### config.mk
export PLATFORM = sky130hd
export DESIGN_NAME = gpu_cmd_queue
export DESIGN_NICKNAME = d
export VERILOG_FILES = /design/src/rtl/gpu_pkg.sv /design/src/rtl/cmd_fifo.sv /design/src/rtl/gpu_cmd_queue.sv
export SDC_FILE = /design/constraint.sdc
export NUM_CORES = 1
export LEC_CHECK = 0
export CAP_MARGIN = 40
export CORE_ASPECT_RATIO = 1.1
export CORE_MARGIN = 5
export CORE_UTILIZATION = 51
export CTS_BUF_LIST = sky130_fd_sc_hd__clkbuf_2 sky130_fd_sc_hd__clkbuf_4 sky130_fd_sc_hd__clkbuf_8
export DETAILED_ROUTE_END_ITERATION = 12
export PLACE_DENSITY = 0.68
export SLEW_MARGIN = 20
export SYNTH_ARGS = -nofsm -noshare
export SYNTH_HDL_FRONTEND = slang
export SYNTH_SLANG_ARGS = --single-unit
### constraint.sdc
create_clock -name clk -period 6.41 [get_ports clk]
set_input_delay 0.641 -clock clk [delete_from_list [all_inputs] [get_ports clk]]
set_output_delay 0.641 -clock clk [all_outputs]
set_load 0.05 [all_outputs]
### src/rtl/gpu_pkg.sv
// Shared GPU command definitions: opcodes, queue FSM states and packet length lookup.
// Used by gpu_cmd_queue and the GPU core.
package gpu_pkg;

  localparam logic [15:0] GPU_OP_SWAP  = 16'd0;
  localparam logic [15:0] GPU_OP_CMAP  = 16'd1;
  localparam logic [15:0] GPU_OP_PIXEL = 16'd2;
  localparam logic [15:0] GPU_OP_RECT  = 16'd3;

  typedef enum logic {
    Q_IDLE,
    Q_ARGS
  } q_state_e;

  // Packet length in words, header included.
  function automatic logic [2:0] gpu_op_len(input logic [15:0] op);
    logic [2:0] len;
    case (op)
      GPU_OP_SWAP:  len = 3'd1;
      GPU_OP_CMAP:  len = 3'd5;
      GPU_OP_PIXEL: len = 3'd2;
      GPU_OP_RECT:  len = 3'd3;
      default:      len = 3'd1;
    endcase
    return len;
  endfunction

  function automatic logic gpu_op_known(input logic [15:0] op);
    return op <= GPU_OP_RECT;
  endfunction

endpackage

### src/rtl/cmd_fifo.sv
// Single-clock show-ahead FIFO; rdata is the head word (0 when empty).
// Ports: clk, rst, push/wdata, pop/rdata, full, empty, level.
module cmd_fifo #(
  parameter int DEPTH = 16,
  parameter int W     = 32
) (
  input  logic                     clk,
  input  logic                     rst,
  input  logic                     push,
  input  logic [W-1:0]             wdata,
  input  logic                     pop,
  output logic [W-1:0]             rdata,
  output logic                     full,
  output logic                     empty,
  output logic [$clog2(DEPTH):0]   level
);

  localparam int AW = $clog2(DEPTH);
  localparam logic [AW:0] ONE = 1;

  logic [W-1:0] mem [DEPTH];
  logic [AW:0]  wptr;
  logic [AW:0]  rptr;

  assign empty = (wptr == rptr);
  assign full  = (wptr[AW] != rptr[AW]) &&
                 (wptr[AW-1:0] == rptr[AW-1:0]);
  assign level = wptr - rptr;
  assign rdata = empty ? '0 : mem[rptr[AW-1:0]];

  always_ff @(posedge clk) begin
    if (rst) begin
      wptr <= '0;
      rptr <= '0;
    end else begin
      if (push && !full)
        wptr <= wptr + ONE;
      if (pop && !empty)
        rptr <= rptr + ONE;
    end
  end

  always_ff @(posedge clk) begin
    if (push && !full)
      mem[wptr[AW-1:0]] <= wdata;
  end

endmodule

### src/rtl/gpu_cmd_queue.sv
// Packet-aware CPU->GPU command buffer: a header is released only once its whole packet is buffered.
// Ports: clk, rst, wr_valid/wr_data/wr_ready, dv/dout/gpu_ready, level, bad_op; GPU_CMDQ_STATS_EN adds cmd_count, stall_count.
module gpu_cmd_queue
  import gpu_pkg::*;
#(
  parameter int DEPTH = 16
) (
  input  logic                     clk,
  input  logic                     rst,
  input  logic                     wr_valid,
  input  logic [31:0]              wr_data,
  output logic                     wr_ready,
  output logic                     dv,
  output logic [31:0]              dout,
  input  logic                     gpu_ready,
  output logic [$clog2(DEPTH):0]   level,
  output logic                     bad_op
`ifdef GPU_CMDQ_STATS_EN
  ,
  output logic [31:0]              cmd_count,
  output logic [31:0]              stall_count
`endif
);

  localparam int LW = $clog2(DEPTH) + 1;
  localparam logic [LW-1:0] ONE = 1;

  logic          full;
  logic          empty;
  logic          push;
  logic          pop;
  logic          issue;
  logic          pkt_done;
  logic [2:0]    hdr_len;
  logic [2:0]    head_len;
  logic [2:0]    wpos;
  logic [2:0]    wlen;
  logic [2:0]    rem;
  logic [LW-1:0] pkts;
  q_state_e      state;

  cmd_fifo #(
    .DEPTH (DEPTH),
    .W     (32)
  ) u_fifo (
    .clk   (clk),
    .rst   (rst),
    .push  (push),
    .wdata (wr_data),
    .pop   (pop),
    .rdata (dout),
    .full  (full),
    .empty (empty),
    .level (level)
  );

  assign wr_ready = !full;
  assign push     = wr_valid && !full;
  assign hdr_len  = gpu_op_len(wr_data[15:0]);
  assign head_len = gpu_op_len(dout[15:0]);

  // A packet completes on its header when it is a single word.
  assign pkt_done = push &&
                    ((wpos == 3'd0) ? (hdr_len == 3'd1)
                                    : (wpos == wlen - 3'd1));

  assign issue = (state == Q_IDLE) && (pkts != '0) && gpu_ready;
  assign pop   = issue || (state == Q_ARGS);
  assign dv    = issue;

  always_ff @(posedge clk) begin
    if (rst) begin
      wpos   <= 3'd0;
      wlen   <= 3'd1;
      bad_op <= 1'b0;
    end else if (push) begin
      if (wpos == 3'd0) begin
        wlen <= hdr_len;
        if (!gpu_op_known(wr_data[15:0]))
          bad_op <= 1'b1;
      end
      wpos <= pkt_done ? 3'd0 : wpos + 3'd1;
    end
  end

  always_ff @(posedge clk) begin
    if (rst)
      pkts <= '0;
    else if (pkt_done && !issue)
      pkts <= pkts + ONE;
    else if (!pkt_done && issue)
      pkts <= pkts - ONE;
  end

  always_ff @(posedge clk) begin
    if (rst) begin
      state <= Q_IDLE;
      rem   <= 3'd0;
    end else begin
      unique case (state)
        Q_IDLE: begin
          if (issue) begin
            rem   <= head_len - 3'd1;
            state <= (head_len != 3'd1) ? Q_ARGS : Q_IDLE;
          end
        end
        Q_ARGS: begin
          rem <= rem - 3'd1;
          if (rem == 3'd1)
            state <= Q_IDLE;
        end
      endcase
    end
  end

`ifdef GPU_CMDQ_STATS_EN
  always_ff @(posedge clk) begin
    if (rst) begin
      cmd_count   <= 32'd0;
      stall_count <= 32'd0;
    end else begin
      if (issue && cmd_count != 32'hFFFF_FFFF)
        cmd_count <= cmd_count + 32'd1;
      if (pkts != '0 && !gpu_ready)
        stall_count <= stall_count + 32'd1;
    end
  end
`endif

endmodule

==> results_dict.tcl, run 1 <==
set metrics [dict create \
    path_cells "buf_16 -> buf_12 -> mux4_2 -> mux4_2 -> nor2b_1 -> clkdlybuf4s50_1" \
    clock_latency_ns 0.63 \
    cts_buffers 86 \
    skew_ns 0.0277 \
    hold_buffers 0 \
    drtAntennaViolNets 0 \
    period_needed_ns 4.59 \
    crit_required_ns 5.77 \
    vias 10313 \
    rsz0062_at_grt "false" \
    setup_violations 0 \
    r2r_end "rem[2]" \
    crit_slowest_cell "clkdlybuf4s50_1" \
    fin_util 0.595 \
    dpl.hpwl_um 23900 \
    portBuffers 75 \
    grt_pass1_vias 10914 \
    maxSlewHeadroom 0.446 \
    p_leak_nw 7.69 \
    hold_depth 2 \
    grt_usage 0.204 \
    syn_to_final_growth_pct 15.5 \
    worstMarginPinSlew_ns 0.828 \
    clk_pin_slew_ns 0.06 \
    ioPinCount 76 \
    cp_max_fo 65 \
    ys.flop_type "edfxtp_1" \
    crit_path_frequent_cell "mux4_2" \
    grt_overflow_total 0 \
    h-tree-depth 3 \
    avgViaCountPerCell 5.79 \
    cp_top_family "buffers and inverters" \
    routed_wl_um 45900 \
    cp_num_buf_inv 3 \
    die_y_um 224 \
    synth_area_um2 21300 \
    holdCritPathClass "reg2reg" \
    maxCapViolCount 0 \
    synth.avg_cell_area_um2 21.1 \
    wl_per_cell_um 25.8 \
    ys_types 50 \
    drtIter0Drc 926 \
    postCtsSetupBuffers 0 \
    antenna_found_initial 1 \
    cts_root_buf "clkbuf_8" \
    gp_congestion 0.766 \
    rows 78 \
    first_pass_iters 5 \
    ctsResizeCount 0 \
    reg2reg_depth 10 \
    core_area_um2 41300 \
    diodes 0 \
    finalMaxSlewViolations 0 \
    crit_arrival_ns 3.95 \
    clock_path_buffers 3 \
    worst_setup_path_end_kind "output port" \
    seq_area_frac_synth 0.751 \
    start_util 0.515 \
    ir_drop_mv 0.259 \
    cts_sinks 542 \
    yosys_register_bits 542 \
    hold_viol_final 0 \
    drc 0 \
    synth_warnings 0 \
    cpPeakStageDelay_ns 0.74 \
    fmax_mhz 218 \
    fillers 2949 \
    synthArstFlopShare 0 \
    regArea_um2 16000 \
    synth_edf_count 512 \
    die_w_um 205 \
    r2r_setup_slack_ns 2.43 \
    path_class "reg2out" \
    tns_ns 0 \
    die_area_um2 45900 \
    cts_tree "done" \
    layout-drive-gt1-share 0.280 \
    status "finished clean" \
    start_kind "flop" \
    p_per_area_nw_per_um2 347 \
    finalNetCount 1211 \
    netlist_instances 1006 \
    syn-num-nets 1063 \
    hold_start "wlen[1]" \
    fin_crit_sh 0.716 \
    hold_end "wlen[1]" \
    grt_max_degree 66 \
    multiInputGateArea_um2 5070 \
    grt_pass1_wl_um 69100 \
]
final cells by class:
class	instances	share of cell area
sequential	542	0.651
timing repair buffer	106	0.0432
inverter	23	0.00351
clock buffer	128	0.0615
clock inverter	26	0.00621
multi-input combinational	395	0.206
tap	560	0.0285
registers in the layout (all words and copies together) (netlist names), named ones only:
name         flops
u_fifo.rptr      5
bad_op           1
u_fifo.mem     512
u_fifo.wptr      5
state            1
pkts             5
rem              3
wlen             3
wpos             3
tightest hold or removal path, stage by stage (launching register included):
cell,delay [ns]
dfxtp_1,0.30
o21ai_0,0.07
a21oi_1,0.07
report_power, final:
group	internal [mW]	leakage (nW)	switching, mW
Clock	1.55	0.889	1.28
Sequential	3.94	4.87	0.0562
Combinational	0.742	1.93	0.963
Total	6.23	7.69	2.30
Yosys cell counts, types with 4 or more instances:
| library cell | n | area (um^2) |
|---|---|---|
| buf_4 | 4 | 30.0 |
| mux4_2 | 141 | 3180 |
| nand2b_1 | 7 | 43.8 |
| inv_1 | 22 | 82.6 |
| a21o_1 | 4 | 30.0 |
| nor3_1 | 5 | 25.0 |
| nor4_1 | 4 | 25.0 |
| a21oi_1 | 30 | 150 |
| nand4_1 | 6 | 37.5 |
| dfxtp_1 | 30 | 601 |
| edfxtp_1 | 512 | 15400 |
| nor2b_1 | 23 | 144 |
| ha_1 | 19 | 238 |
| xnor2_1 | 11 | 96.3 |
| mux4_1 | 5 | 131 |
| a22oi_2 | 6 | 75.1 |
| nor2_1 | 45 | 169 |
| buf_2 | 10 | 50.1 |
| nand2_1 | 27 | 101 |
| xor2_1 | 9 | 78.8 |
| o21ai_0 | 5 | 25.0 |
| a22oi_1 | 18 | 135 |
| clkbuf_1 | 26 | 97.6 |
worst max-delay path by stage:
stage | depth (start not counted) | end | slack [ns]
after floorplan | 8 | u_fifo.mem[3][0] | 1.76
after global placement | 12 | pkts[4] | 1.99
after detailed placement | 12 | pkts[4] | 1.99
after CTS | 7 | dout[1] | 1.68
after global routing | 7 | dout[1] | 1.60
final | 6 | dout[27] | 1.82
layer usage:
metal	part of all wire	track usage	wire length (um)
met1	0.40	0.280	18500
met2	0.51	0.337	23500
met3	0.062	0.0384	2840
met4	0.022	0.0631	1010
met5	0.00039	0	18
cell usage in the layout (no fill, tap or decap), drive strengths merged, types with 9 or more instances in the layout:
cell / instances
ha: 19
a21oi: 31
dfxtp: 30
clkdlybuf4s50: 75
xnor2: 11
a22oi: 24
nand2: 27
nor2: 45
nor2b: 23
mux4: 146
clkinv: 24
inv: 22
edfxtp: 512
xor2: 9
buf: 31
clkbuf: 128
kinds of logic after synthesis:
logic type               count (synthesis)  share of synthesized area
AO/OA/AOI/OAI                           76                     0.0245
XOR/XNOR                                20                    0.00823
adder cells (fa/ha/maj)                 21                     0.0131
buffers and inverters                   69                     0.0162
flip-flops                             542                      0.751
multiplexers                           148                      0.156
AND/OR/NAND/NOR                        130                     0.0305
per-stage QoR:
step | hold slack, ns | worst slack [ns] | cell area [um^2] | power [mW] | std cells
6_report | 0.485 | 1.82 | 24600 | 8.53 | 1780
4_1_cts | 0.485 | 1.68 | 24500 | 8.63 | 1779
3_3_place_gp | 0.474 | 1.99 | 22800 | 5.77 | 1624
2_1_floorplan | 0.454 | 1.76 | 21300 | 5.31 | 1006
3_5_place_dp | 0.475 | 1.99 | 22900 | 5.80 | 1625
5_1_grt | 0.520 | 1.60 | 24600 | 8.92 | 1780
No activity file was read; power rests on OpenSTA's default activity.
==> inputs of run 2 (changes only) <==
==> constraint.sdc (replaced) <==
create_clock -name clk -period 4.4 [get_ports clk]
set_input_delay 0.44 -clock clk [delete_from_list [all_inputs] [get_ports clk]]
set_output_delay 0.44 -clock clk [all_outputs]
set_load 0.05 [all_outputs]
==> run 2 against run 1 <==
Register-to-register slack got worse by 1.7 ns. Flip-flop and latch count unchanged. Combinational power increased by 50%. Clock power increased by 41%. Setup slack got worse by 1.6 ns. Critical path depth decreased by 1. Sequential power increased by 45%.
==> results_dict.tcl, run 2 (synthesis results as in run 1) <==
set metrics [dict create \
    start_util 0.515 \
    wl_per_cell_um 26.3 \
    avgViaCountPerCell 5.87 \
    cts_sinks 542 \
    crit_slowest_cell "clkdlybuf4s50_1" \
    cp_max_fo 64 \
    cp_top_family "multiplexers" \
    fillers 2986 \
    p_leak_nw 7.79 \
    maxCapViolCount 0 \
    tns_ns 0 \
    holdCritPathClass "reg2reg" \
    path_class "reg2out" \
    hold_start "wlen[1]" \
    first_pass_iters 5 \
    power.clock.fraction 0.322 \
    drc 0 \
    maxSlewHeadroom 0.459 \
    p_sw_mw 3.39 \
    cts_buffers 84 \
    crit_required_ns 3.96 \
    grt_max_degree 69 \
    fin_crit_sh 0.949 \
    status "finished clean" \
    skew_ns 0.0227 \
    path_cells "buf_16 -> mux4_1 -> mux4_2 -> nor2b_1 -> clkdlybuf4s50_1" \
    antenna_found_initial 0 \
    setup_violations 0 \
    clock_path_buffers 3 \
    ir_drop_mv 0.294 \
    die_area_um2 45900 \
    p_per_area_nw_per_um2 499 \
    layout_commonest_cell "edfxtp_1" \
    worst_setup_path_end_kind "output port" \
    rsz0062_at_grt "false" \
    place_area_um2 23200 \
    die_w_um 205 \
    dp_slack_ns 0.491 \
    intPower_mw 8.98 \
    vias 10516 \
    largest_register_ffs 512 \
    worstMarginPinSlew_ns 0.809 \
    grt_usage 0.209 \
    diodes 0 \
    cpPeakStageDelay_ns 0.71 \
    finalInstanceArea_um2 24800 \
    syn_to_final_growth_pct 16.6 \
    rows 78 \
    crit_arrival_ns 3.74 \
    cts_tree "done" \
    core_area_um2 41300 \
    period_needed_ns 4.18 \
    portBuffers 75 \
    hold_viol_final 0 \
    grt_pass1_vias 11100 \
    routed_wl_um 47100 \
    fmax_mhz 239 \
    drtIter0Drc 785 \
    drtAntennaViolNets 0 \
    grt_overflow_total 0 \
    setup_slack_ns 0.224 \
    gp_congestion 0.757 \
    start_kind "flop" \
    h-tree-depth 3 \
    combPwrFrac 0.208 \
    cp_num_buf_inv 2 \
    ioPinCount 76 \
    clock_latency_ns 0.65 \
    dpl.hpwl_um 26200 \
    swShare 0.274 \
    grt_pass1_wl_um 70100 \
    clk_pin_slew_ns 0.06 \
    sequentialPowerShare 0.471 \
    finalMaxSlewViolations 0 \
    layout_common_cells "edfxtp_1 (512), mux4_2 (141), clkbuf_8 (85), clkdlybuf4s50_1 (61), buf_4 (47)" \
    die_y_um 224 \
    layout-drive-gt1-share 0.299 \
    cts_root_buf "clkbuf_8" \
    finalNetCount 1231 \
]
==> run 2: what timing repair did <==
item | CTS | global route
buffers inserted | 0 | 0
hold buffers | 0 | 0
gates resized for setup | 0 | 1
endpoints found under the setup margin | 0 | 1
==> run 2: final cells by class <==
class / instances / area, um^2 / share of cell area
timing repair buffer: 128 / 1370 / 0.0553
clock inverter: 24 / 146 / 0.00590
multi-input combinational: 395 / 5090 / 0.205
tap: 560 / 701 / 0.0283
inverter: 23 / 86.3 / 0.00348
sequential: 542 / 16000 / 0.645
clock buffer: 118 / 1420 / 0.0572
==> run 2: power groups by stage <==
stage	Sequential (mW)	Clock [mW]	Combinational, mW
global route	5.83	4.32	2.74
detailed placement	5.93	0	2.59
CTS	5.82	4.07	2.61
finish	5.82	3.98	2.57
floorplan	5.88	0	1.86
global placement	5.92	0	2.57
==> run 2: path summary, 6_finish.rpt <==
kind | depth (start not counted) | end | slack (ns)
max | 5 | dout[0] | 0.22
min | 2 | wlen[1] | 0.48
max reg2reg | 10 | rem[2] | 0.73
min reg2reg | 2 | wlen[1] | 0.48
==> run 2: worst min-delay path: cells and delay by family (launching register included) <==
family	cells	cell delay, ns
flops	1	0.30
compound gates	2	0.12
==> run 2: metrics by stage <==
| step | utilization | power (mW) | std cells | hold WS, ns |
|---|---|---|---|---|
| detailed placement | 0.563 | 8.52 | 1648 | 0.472 |
| CTS | 0.601 | 12.5 | 1790 | 0.445 |
| global placement | 0.563 | 8.50 | 1648 | 0.474 |
| global route | 0.601 | 12.9 | 1790 | 0.457 |
| finish | 0.601 | 12.4 | 1790 | 0.479 |
| floorplan | - | 7.74 | 1006 | 0.454 |
==> run 2: per-layer routing <==
metal | vias up | global-route usage | routed length, um
li1 | 4495 | - | -
met5 | - | 0 | 0
met3 | 86 | 0.0446 | 3210
met4 | 0 | 0.0696 | 1130
met2 | 404 | 0.337 | 23500
met1 | 5531 | 0.289 | 19300
==> inputs of run 3 (changes only) <==
--- a/config.mk
+++ b/config.mk
@@ -5,12 +5,14 @@
 export SDC_FILE = /design/constraint.sdc
 export NUM_CORES = 1
 export LEC_CHECK = 0
+export ABC_AREA = 1
 export CAP_MARGIN = 40
 export CORE_ASPECT_RATIO = 1.1
 export CORE_MARGIN = 5
 export CORE_UTILIZATION = 51
 export CTS_BUF_LIST = sky130_fd_sc_hd__clkbuf_2 sky130_fd_sc_hd__clkbuf_4 sky130_fd_sc_hd__clkbuf_8
 export DETAILED_ROUTE_END_ITERATION = 12
+export GPL_TIMING_DRIVEN = 0
 export PLACE_DENSITY = 0.68
 export SLEW_MARGIN = 20
 export SYNTH_ARGS = -nofsm -noshare
==> run 3 against run 2 <==
Combinational power is 89% higher. Power is 20% higher. Via count is 49% higher. Critical path type unchanged.
==> results_dict.tcl, run 3 <==
set metrics [dict create \
    hold_buffers 0 \
    avgViaCountPerCell 5.87 \
    hold_end "u_fifo.wptr[3]" \
    synth.avg_cell_area_um2 12.1 \
    path_class "reg2out" \
    synth_top_area_frac 0.693 \
    antenna_found_initial 0 \
    fillers 3432 \
    synth.most_common_cell "edfxtp_1" \
    ys_top_cells_by_count "edfxtp_1 (512), nand2_1 (371), nand3_1 (213), nor2_1 (208), o21ai_0 (160)" \
    synth_warnings 0 \
    skew_ns 0.0203 \
    whs_ns 0.464 \
    layout-drive-gt1-share 0.122 \
    r2r_end "pkts[4]" \
    first_pass_iters 5 \
    setup_violations 0 \
    largest_register_ffs 512 \
    crit_required_ns 3.96 \
    synth_area_um2 22200 \
    finalInstanceArea_um2 26000 \
    r2r_setup_slack_ns 0.59 \
    layout_commonest_cell "edfxtp_1" \
    rows 80 \
    layout_common_cells "edfxtp_1 (512), nand2_1 (371), nand3_1 (213), nor2_1 (192), o21ai_0 (160)" \
    die_area_um2 47800 \
    routed_wl_um 62800 \
    fmax_mhz 236 \
    maxSlewHeadroom 0.402 \
    yosys_register_bits 542 \
    syn-num-nets 1892 \
    finalMaxSlewViolations 0 \
    cp_max_fo 10 \
    fin_crit_sh 0.963 \
    p_per_area_nw_per_um2 569 \
    clock_path_buffers 3 \
    ys.flop_type "edfxtp_1" \
    grt_pass1_wl_um 93000 \
    multiInputGateArea_um2 5510 \
    maxCapViolCount 0 \
    drtAntennaViolNets 0 \
    ys_types 42 \
    grtUsageMet2 0.428 \
    rsz0062_at_grt "false" \
    clk_pin_slew_ns 0.06 \
    met1_usage 0.333 \
    place_area_um2 24400 \
    grt_pass1_vias 15292 \
    reg2reg_depth 20 \
    finalNetCount 2079 \
    status "finished clean" \
    hold_viol_final 0 \
    crit_arrival_ns 3.80 \
    holdCritPathClass "in2reg" \
    yosysTopAreaCell "edfxtp_1" \
    diodes 0 \
    syn_to_final_growth_pct 17.3 \
    seq_area_frac_synth 0.720 \
    grt_max_degree 20 \
    h-tree-depth 3 \
    vias 15625 \
    grt_usage 0.256 \
    grt_most_used_layer "met2" \
    postCtsSetupBuffers 0 \
    ir_drop_mv 0.504 \
    cts_tree "done" \
    synth_edf_count 512 \
    grt_overflow_total 0 \
    regArea_um2 16000 \
    gr-usage-met3 0.0438 \
    cts_sinks 542 \
    clock_latency_ns 0.64 \
    start_util 0.513 \
    portBuffers 75 \
    synthArstFlopShare 0 \
    total_power_mw 14.8 \
    dpl.hpwl_um 40500 \
    die_y_um 229 \
    die_w_um 209 \
    hold_start "rst" \
    netlist_instances 1835 \
    start_kind "flop" \
    r2r-start "u_fifo.rptr[1]" \
    hold_depth 2 \
    ioPinCount 76 \
    cts_buffers 85 \
    worstMarginPinSlew_ns 0.896 \
    p_leak_nw 9.30 \
    gp_congestion 0.867 \
    worst_setup_path_end_kind "output port" \
    drtIter0Drc 1709 \
    synth_top_cells_by_area "edfxtp_1 (69%), nand2_1 (6.3%), nand3_1 (4.8%)" \
    wl_per_cell_um 23.6 \
    cts_root_buf "clkbuf_8" \
    period_needed_ns 4.24 \
    drc 0 \
    core_area_um2 43200 \
]
==> run 3: area by class of cell <==
cell class	count	area share
clock inverters	34	0.00817
well taps	574	0.0276
inverters	63	0.00918
repair buffers	100	0.0519
plain buffers	110	0.0229
flip-flops and latches	542	0.614
multi-input cells	1120	0.212
clock buffers	117	0.0547
==> run 3: how the worst max path moves through the flow <==
| stage | end | slack (ns) | depth (start not counted) |
|---|---|---|---|
| CTS | dout[19] | 0.02 | 11 |
| finish | dout[27] | 0.16 | 9 |
| global placement | u_fifo.wptr[4] | -1.03 | 11 |
| floorplan | u_fifo.mem[15][0] | 0.73 | 9 |
| global route | dout[16] | 0.006 | 10 |
| detailed placement | pkts[4] | 0.16 | 19 |
==> run 3: routing by layer <==
layer,wire (um),vias up
met5,0,-
met4,2410,0
met3,6050,179
met2,30700,890
met1,23700,7584
li1,-,6972
==> run 3: what timing repair did <==
action                                  4_1_cts  5_1_grt
endpoints found under the setup margin       16        7
gates resized for setup                      23       10
hold endpoints to repair                      0        0
==> run 3: cell families after synthesis <==
| family | share of synthesized area |
|---|---|
| DFF | 0.720 |
| xor gates and xnor gates | 0.00429 |
| adders and majority gates | 0.0125 |
| AOI/OAI and AO/OA | 0.0736 |
| and+or+nand+nor | 0.153 |
| buffers and inverters | 0.0370 |
==> run 3: stage by stage <==
stage / TNS (ns) / instances / util / worst slack (ns)
global route: 0 / 2660 / 0.602 / 0.00649
finish: 0 / 2660 / 0.602 / 0.164
CTS: 0 / 2660 / 0.602 / 0.0157
floorplan: 0 / 1835 / - / 0.727
detailed placement: 0 / 2509 / 0.564 / 0.160
global placement: -370.29 / 2484 / 0.547 / -1.03
==> run 3: report_power, final <==
part           switching [mW]  leakage, nW  internal (mW)
Sequential             0.0546         4.87           5.75
Clock                    1.94        0.863           2.21
Combinational            3.46         3.56           1.39
==> run 3: worst max-delay path, cell delays in order (launching register included) <==
cell,delay (ns)
dfxtp_1,0.36
buf_2,0.30
buf_2,0.33
buf_2,0.32
clkbuf_2,0.37
o21ai_0,0.17
o221ai_1,0.22
nand3_1,0.16
a21oi_1,0.33
dlygate4sd2_1,0.58
==> edit 1, RTL diff (settings of run 2) <==
Put a register stage on the output `level`. The value now appears one clock later. The other outputs are not delayed to match.
--- a/src/rtl/gpu_cmd_queue.sv
+++ b/src/rtl/gpu_cmd_queue.sv
@@ -25,6 +25,8 @@
   localparam int LW = $clog2(DEPTH) + 1;
   localparam logic [LW-1:0] ONE = 1;
 
+  logic [$clog2(DEPTH):0] level_d;
+
   logic          full;
   logic          empty;
   logic          push;
@@ -51,7 +53,7 @@
     .rdata (dout),
     .full  (full),
     .empty (empty),
-    .level (level)
+    .level (level_d)
   );
 
   assign wr_ready = !full;
@@ -127,5 +129,9 @@
   end
 `endif
 
+  always_ff @(posedge clk) begin
+    level <= level_d;
+  end
+
 endmodule
 
Formal check against the unedited RTL: not equivalent (Yosys sat finds a counterexample within 4 cycles, from zero or initial values and one cycle with rst high).
==> edit 1 against run 2 <==
Total power is 0.90% higher; worst setup slack worse by 0.032 ns; final area is 0.29% higher; register-to-register slack worse by 0.04 ns; routed wire length is 0.98% lower; combinational power is 2% lower; sequential cell count is 5 higher; synthesized area is 0.47% higher; highest routed layer unchanged.
==> edit 1: results (changes against run 2) <==
* Fin crit period at 4.207 ns (was 4.176 ns)
* Yosys Warn Count at 0 (unchanged)
* Worst Max-Slew Pin Slew at 0.7104 ns (was 0.8091 ns)
* Min Hold Slack at 0.4812 ns (was 0.4788 ns)
* Worst-path clk slew at 0.06 ns (about the same)
* Hold Path Class: primary input to register (was register to register)
* RD Place Congestion at 0.7888 (was 0.7565)
* Num CTS Buffers at 86 (was 84)
* Inst Count DP at 1659 (was 1648)
* Wire length per cell at 25.77 um (was 26.32 um)
* Vias in the first global route at 11184 (was 11100)
* Outcome: completed (unchanged)
* Maximum VDD drop at 0.3185 mV (was 0.2942 mV)
* Clk_lat worst skew at 0.63 ns (was 0.65 ns)
* Clock skew at 0.02209 ns (was 0.02274 ns)
* R2r setup slk at 0.69 ns (was 0.73 ns)
* Cts repair resizes at 0 (unchanged)
* Syn_nets at 1068 (was 1063)
* Vias per cell at 5.810 (was 5.875)
* Critical Path Fanout Max at 26 (was 64)
* Antenna violations before repair at 0 (unchanged)
* Seq/Total Area, Yosys at 75.22% (was 75.10%)
* Post-Route WL at 46.65 mm (was 47.12 mm)
* Num Clock Sinks at 547 (was 542)
* Synth cell count leaders: edfxtp_1, mux4_2, nor2_1, dfxtp_1, a21oi_1 (was edfxtp_1, mux4_2, nor2_1, a21oi_1, dfxtp_1)
* Placed cell areas at 23250 sq um (was 23230 sq um)
* Drt first-iter violations at 811 (was 785)
* Layout cells sized above 1 at 29.92% (about the same)
* First-pass GRT wire length at 70.15 mm (was 70.08 mm)
* Nets at 1244 (was 1231)
* Clk root buf: clkbuf_8 (unchanged)
* Syn Area/Cell at 21.14 sq um (about the same)
* Pleak at 0.007857 uW (was 0.007792 uW)
* Final HPWL DP at 25.98 mm (was 26.22 mm)
* Worst EP arrival at 3.77 ns (was 3.74 ns)
* Pin count of the biggest net entering global routing at 73 (was 69)
* Synth top area cells: edfxtp_1, mux4_2, dfxtp_1 (unchanged)
* Post-CTS setup repair buffer count at 0 (unchanged)
* Gr usage total at 20.66% (was 20.89%)
* Internal power at 9061 uW (was 8981 uW)
* Most common cell after layout, fill and taps aside: edfxtp_1 (unchanged)
[edit 1: cell count changes after synthesis]
| cell | change |
|---|---|
| dfxtp_1 | +5 |
[edit 1: routing by layer]
layer	GRT usage, %	vias up	share of wire, %
met2	34.57	377	51
met1	28.08	5544	41
met3	4.355	64	6.7
met4	5.533	0	1.7
met5	0	-	0
li1	-	4531	-
[edit 1: final timing paths]
kind / startpoint / end / depth (start not counted)
worst max-delay path: register / dout[27] / 5
worst min register to register: wlen[1] / wlen[1] / 2
worst max register to register: register / rem[2] / 10
worst min-delay path: wr_data[6] / u_fifo.mem[14][6] / 1
[edit 1: critical path, stage by stage (launching register included)]
cell,delay [ns]
dfxtp_4,0.61
buf_4,0.53
mux4_2,0.58
mux4_2,0.47
nor2b_1,0.19
clkdlybuf4s50_1,0.74
[edit 1: cells by family (layout without fill, tap and decap cells)]
group	count (synthesis)	count (layout)	share of synthesized area, %
multiplexers	148	148	15.57
AND/OR/NAND/NOR	130	130	3.033
adder cells (fa/ha/maj)	21	21	1.300
XOR/XNOR	20	20	0.8196
flip-flops	547	547	75.22
buffers and inverters	69	308	1.616
AO/OA/AOI/OAI	76	76	2.441
[edit 1: area by class of cell]
| type | instances | area, sq um |
|---|---|---|
| clock inverters | 47 | 297.8 |
| inverters | 23 | 86.33 |
| multi-input cells | 395 | 5094 |
| well taps | 560 | 700.7 |
| clock buffers | 104 | 1325 |
| repair buffers | 134 | 1284 |
| flip-flops and latches | 547 | 16080 |
| fillers | 3032 | 16510 |
[edit 1: power by group through the flow]
stage | registers, uW | clock network, uW | logic, uW
final | 5900 | 4080 | 2510
after global routing | 5910 | 4450 | 2680
after detailed placement | 6010 | 0 | 2540
after global placement | 6000 | 0 | 2530
after floorplan | 6020 | 0 | 1790
after CTS | 5900 | 4180 | 2560
[edit 1: per-stage QoR]
step | setup WS, ns | utilization [%]
final | 0.1927 | 60.11
after global routing | 0.00007994 | 60.11
after CTS | 0.06989 | 60.11
after detailed placement | 0.4196 | 56.18
after global placement | 0.5192 | 56.17
after floorplan | 0.5572 | -
==> edit 2, RTL diff (settings of run 2) <==
Without the edit above. `DEPTH` is set to 16 in 2 places; all go to 8.
--- a/src/rtl/cmd_fifo.sv
+++ b/src/rtl/cmd_fifo.sv
@@ -1,7 +1,7 @@
 // Single-clock show-ahead FIFO; rdata is the head word (0 when empty).
 // Ports: clk, rst, push/wdata, pop/rdata, full, empty, level.
 module cmd_fifo #(
-  parameter int DEPTH = 16,
+  parameter int DEPTH = 8,
   parameter int W     = 32
 ) (
   input  logic                     clk,
--- a/src/rtl/gpu_cmd_queue.sv
+++ b/src/rtl/gpu_cmd_queue.sv
@@ -3,7 +3,7 @@
 module gpu_cmd_queue
   import gpu_pkg::*;
 #(
-  parameter int DEPTH = 16
+  parameter int DEPTH = 8
 ) (
   input  logic                     clk,
   input  logic                     rst,
Ports: changed (resized level); port bits go from 76 to 75. No check against the original RTL was run, so the function may have changed too.
==> edit 2 against run 2 <==
Final area down 45%; sequential cell count down 260; die area down 44%; worst setup slack better by 0.33 ns; total power down 44%; critical path depth up 2; synthesized area down 46%; clock skew down 0.0081 ns; non-clock buffer count down 31; routed wire length down 50%; critical endpoint is now dout[18].
==> edit 2: results (changes against run 2) <==
* Outcome: completed (unchanged)
* IO buf count at 74 (was 75)
* Clk root buf: clkbuf_8 (unchanged)
* RR Startpoint: u_fifo.wptr[0]
* Ant. Diodes at 0 (unchanged)
* Maximum VDD drop at 0.3053 mV (was 0.2942 mV)
* Gr usage total at 18.56% (was 20.89%)
* Vias at 6153 (was 10516)
* Worst Max-Slew Pin Slew at 0.7738 ns (was 0.8091 ns)
* Syn Area/Cell at 17.45 sq um (was 21.14 sq um)
* NetSw at 2112 uW (was 3386 uW)
* # fillers at 1629 (was 2986)
* Clock tree buffer depth at 3 (unchanged)
* Critical-path top delay cell: clkdlybuf4s50_1 (unchanged)
* Vias in the first global route at 6633 (was 11100)
* Wire length per cell at 21.65 um (was 26.32 um)
* Yosys Warn Count at 0 (unchanged)
* Kind of critical path: register to output pin (unchanged)
* Synth cell count leaders: edfxtp_1, mux2i_1, nor2_1, mux4_2, dfxtp_1 (was edfxtp_1, mux4_2, nor2_1, a21oi_1, dfxtp_1)
* Nets at 820 (was 1231)
* Num CTS Buffers at 43 (was 84)
* Inst Count DP at 1016 (was 1648)
* Critical Path Fanout Max at 13 (was 64)
* Worst-path clk slew at 0.06 ns (about the same)
* Worst path max stage delay at 0.71 ns (about the same)
* Drt first-iter violations at 430 (was 785)
* Comb pwr share at 26.0% (was 20.8%)
* Worst EP arrival at 3.41 ns (was 3.74 ns)
* Final std cells w/o fill at 1095 (was 1790)
* Syn_nets at 708 (was 1063)
* RD Place Congestion at 0.8285 (was 0.7565)
* Worst Hold Launch: wlen[1] (unchanged)
* Post-synthesis async set-or-reset flop share at 0% (unchanged)
* Final HPWL DP at 14.17 mm (was 26.22 mm)
* Max reg flops at 256 (was 512)
* Layout cells sized above 1 at 19.75% (was 29.92%)
* Synth cell types at 49 (was 50)
* Hold Path Class: register to register (unchanged)
* Antenna violations before repair at 1 (was 0)
* Synth top area cells: edfxtp_1, mux4_2, mux2i_1 (was edfxtp_1, mux4_2, dfxtp_1)
* Pin count of the biggest net entering global routing at 42 (was 69)
* Detailed Routing Iterations Pass 1 at 5 (unchanged)
* Post-CTS setup repair buffer count at 0 (unchanged)
* Number of synthesized flops with an enable pin at 256 (was 512)
* Cts repair resizes at 0 (unchanged)
* Seq/Total Area, Yosys at 71.69% (was 75.10%)
* Pleak at 0.004331 uW (was 0.007792 uW)
* First-pass GRT wire length at 36.92 mm (was 70.08 mm)
* Htree depth at 2 (was 3)
* Clk_lat worst skew at 0.53 ns (was 0.65 ns)
* Clock skew at 0.01462 ns (was 0.02274 ns)
-- edit 2: worst max-delay path: cells and delay by family (launching register included) --
family / cells / cell delay (ns)
adder cells (fa/ha/maj): 1 / 0.30
AND/OR/NAND/NOR: 3 / 0.84
flip-flops: 1 / 0.55
buffers and inverters: 3 / 1.18
-- edit 2: logic make-up after synthesis --
family	Yosys count	synth area share, %
AOI/OAI and AO/OA	60	3.475
xor gates and xnor gates	18	1.377
adders and majority gates	16	1.880
buffers and inverters	49	2.087
DFF	282	71.69
muxes	111	14.00
and+or+nand+nor	120	5.486
-- edit 2: power by group through the flow --
stage	sequential (uW)	combinational, uW	clock [uW]
2_1_floorplan	3110	1240	0
3_3_place_gp	3130	1750	0
3_5_place_dp	3130	1790	0
4_1_cts	3070	1800	2120
5_1_grt	3080	1930	2260
6_report	3070	1800	2060
-- edit 2: path summary, 6_finish.rpt --
kind,cells after the start,end,slack [ns]
worst min-delay path,2,wlen[1],0.49
worst max register to register,16,pkts[3],0.76
worst max-delay path,7,dout[18],0.55
worst min register to register,2,wlen[1],0.49
-- edit 2: layer usage --
layer | vias up | global-route usage (%) | routed length, um
met4 | 2 | 5.463 | 493
met3 | 39 | 4.156 | 1411
li1 | 2798 | - | -
met2 | 193 | 32.07 | 12090
met5 | - | 0 | 13
met1 | 3121 | 23.75 | 9699
-- edit 2: through the flow --
step                      setup slack (ns)  instance area [sq um]  power [uW]  hold WS, ns  utilization [%]
after global placement              0.4936                  12620        4883       0.4807            57.10
final                               0.5499                  13520        6935       0.4910            61.17
after CTS                           0.5125                  13480        6995       0.4886            60.98
after global routing                0.3428                  13520        7264       0.5283            61.17
after detailed placement            0.3676                  12650        4918       0.4795            57.23
after floorplan                    0.06462                  11460        4348       0.4542                -
-- edit 2: final cells by class --
cell class              count  area [sq um]  area share [%]
inverters                  19         71.32          0.5273
clock inverters            18         111.4          0.8234
well taps                 295         369.1           2.729
repair buffers             97         973.4           7.198
clock buffers              59         718.2           5.310
multi-input cells         325          3068           22.68
flip-flops and latches    282          8213           60.73
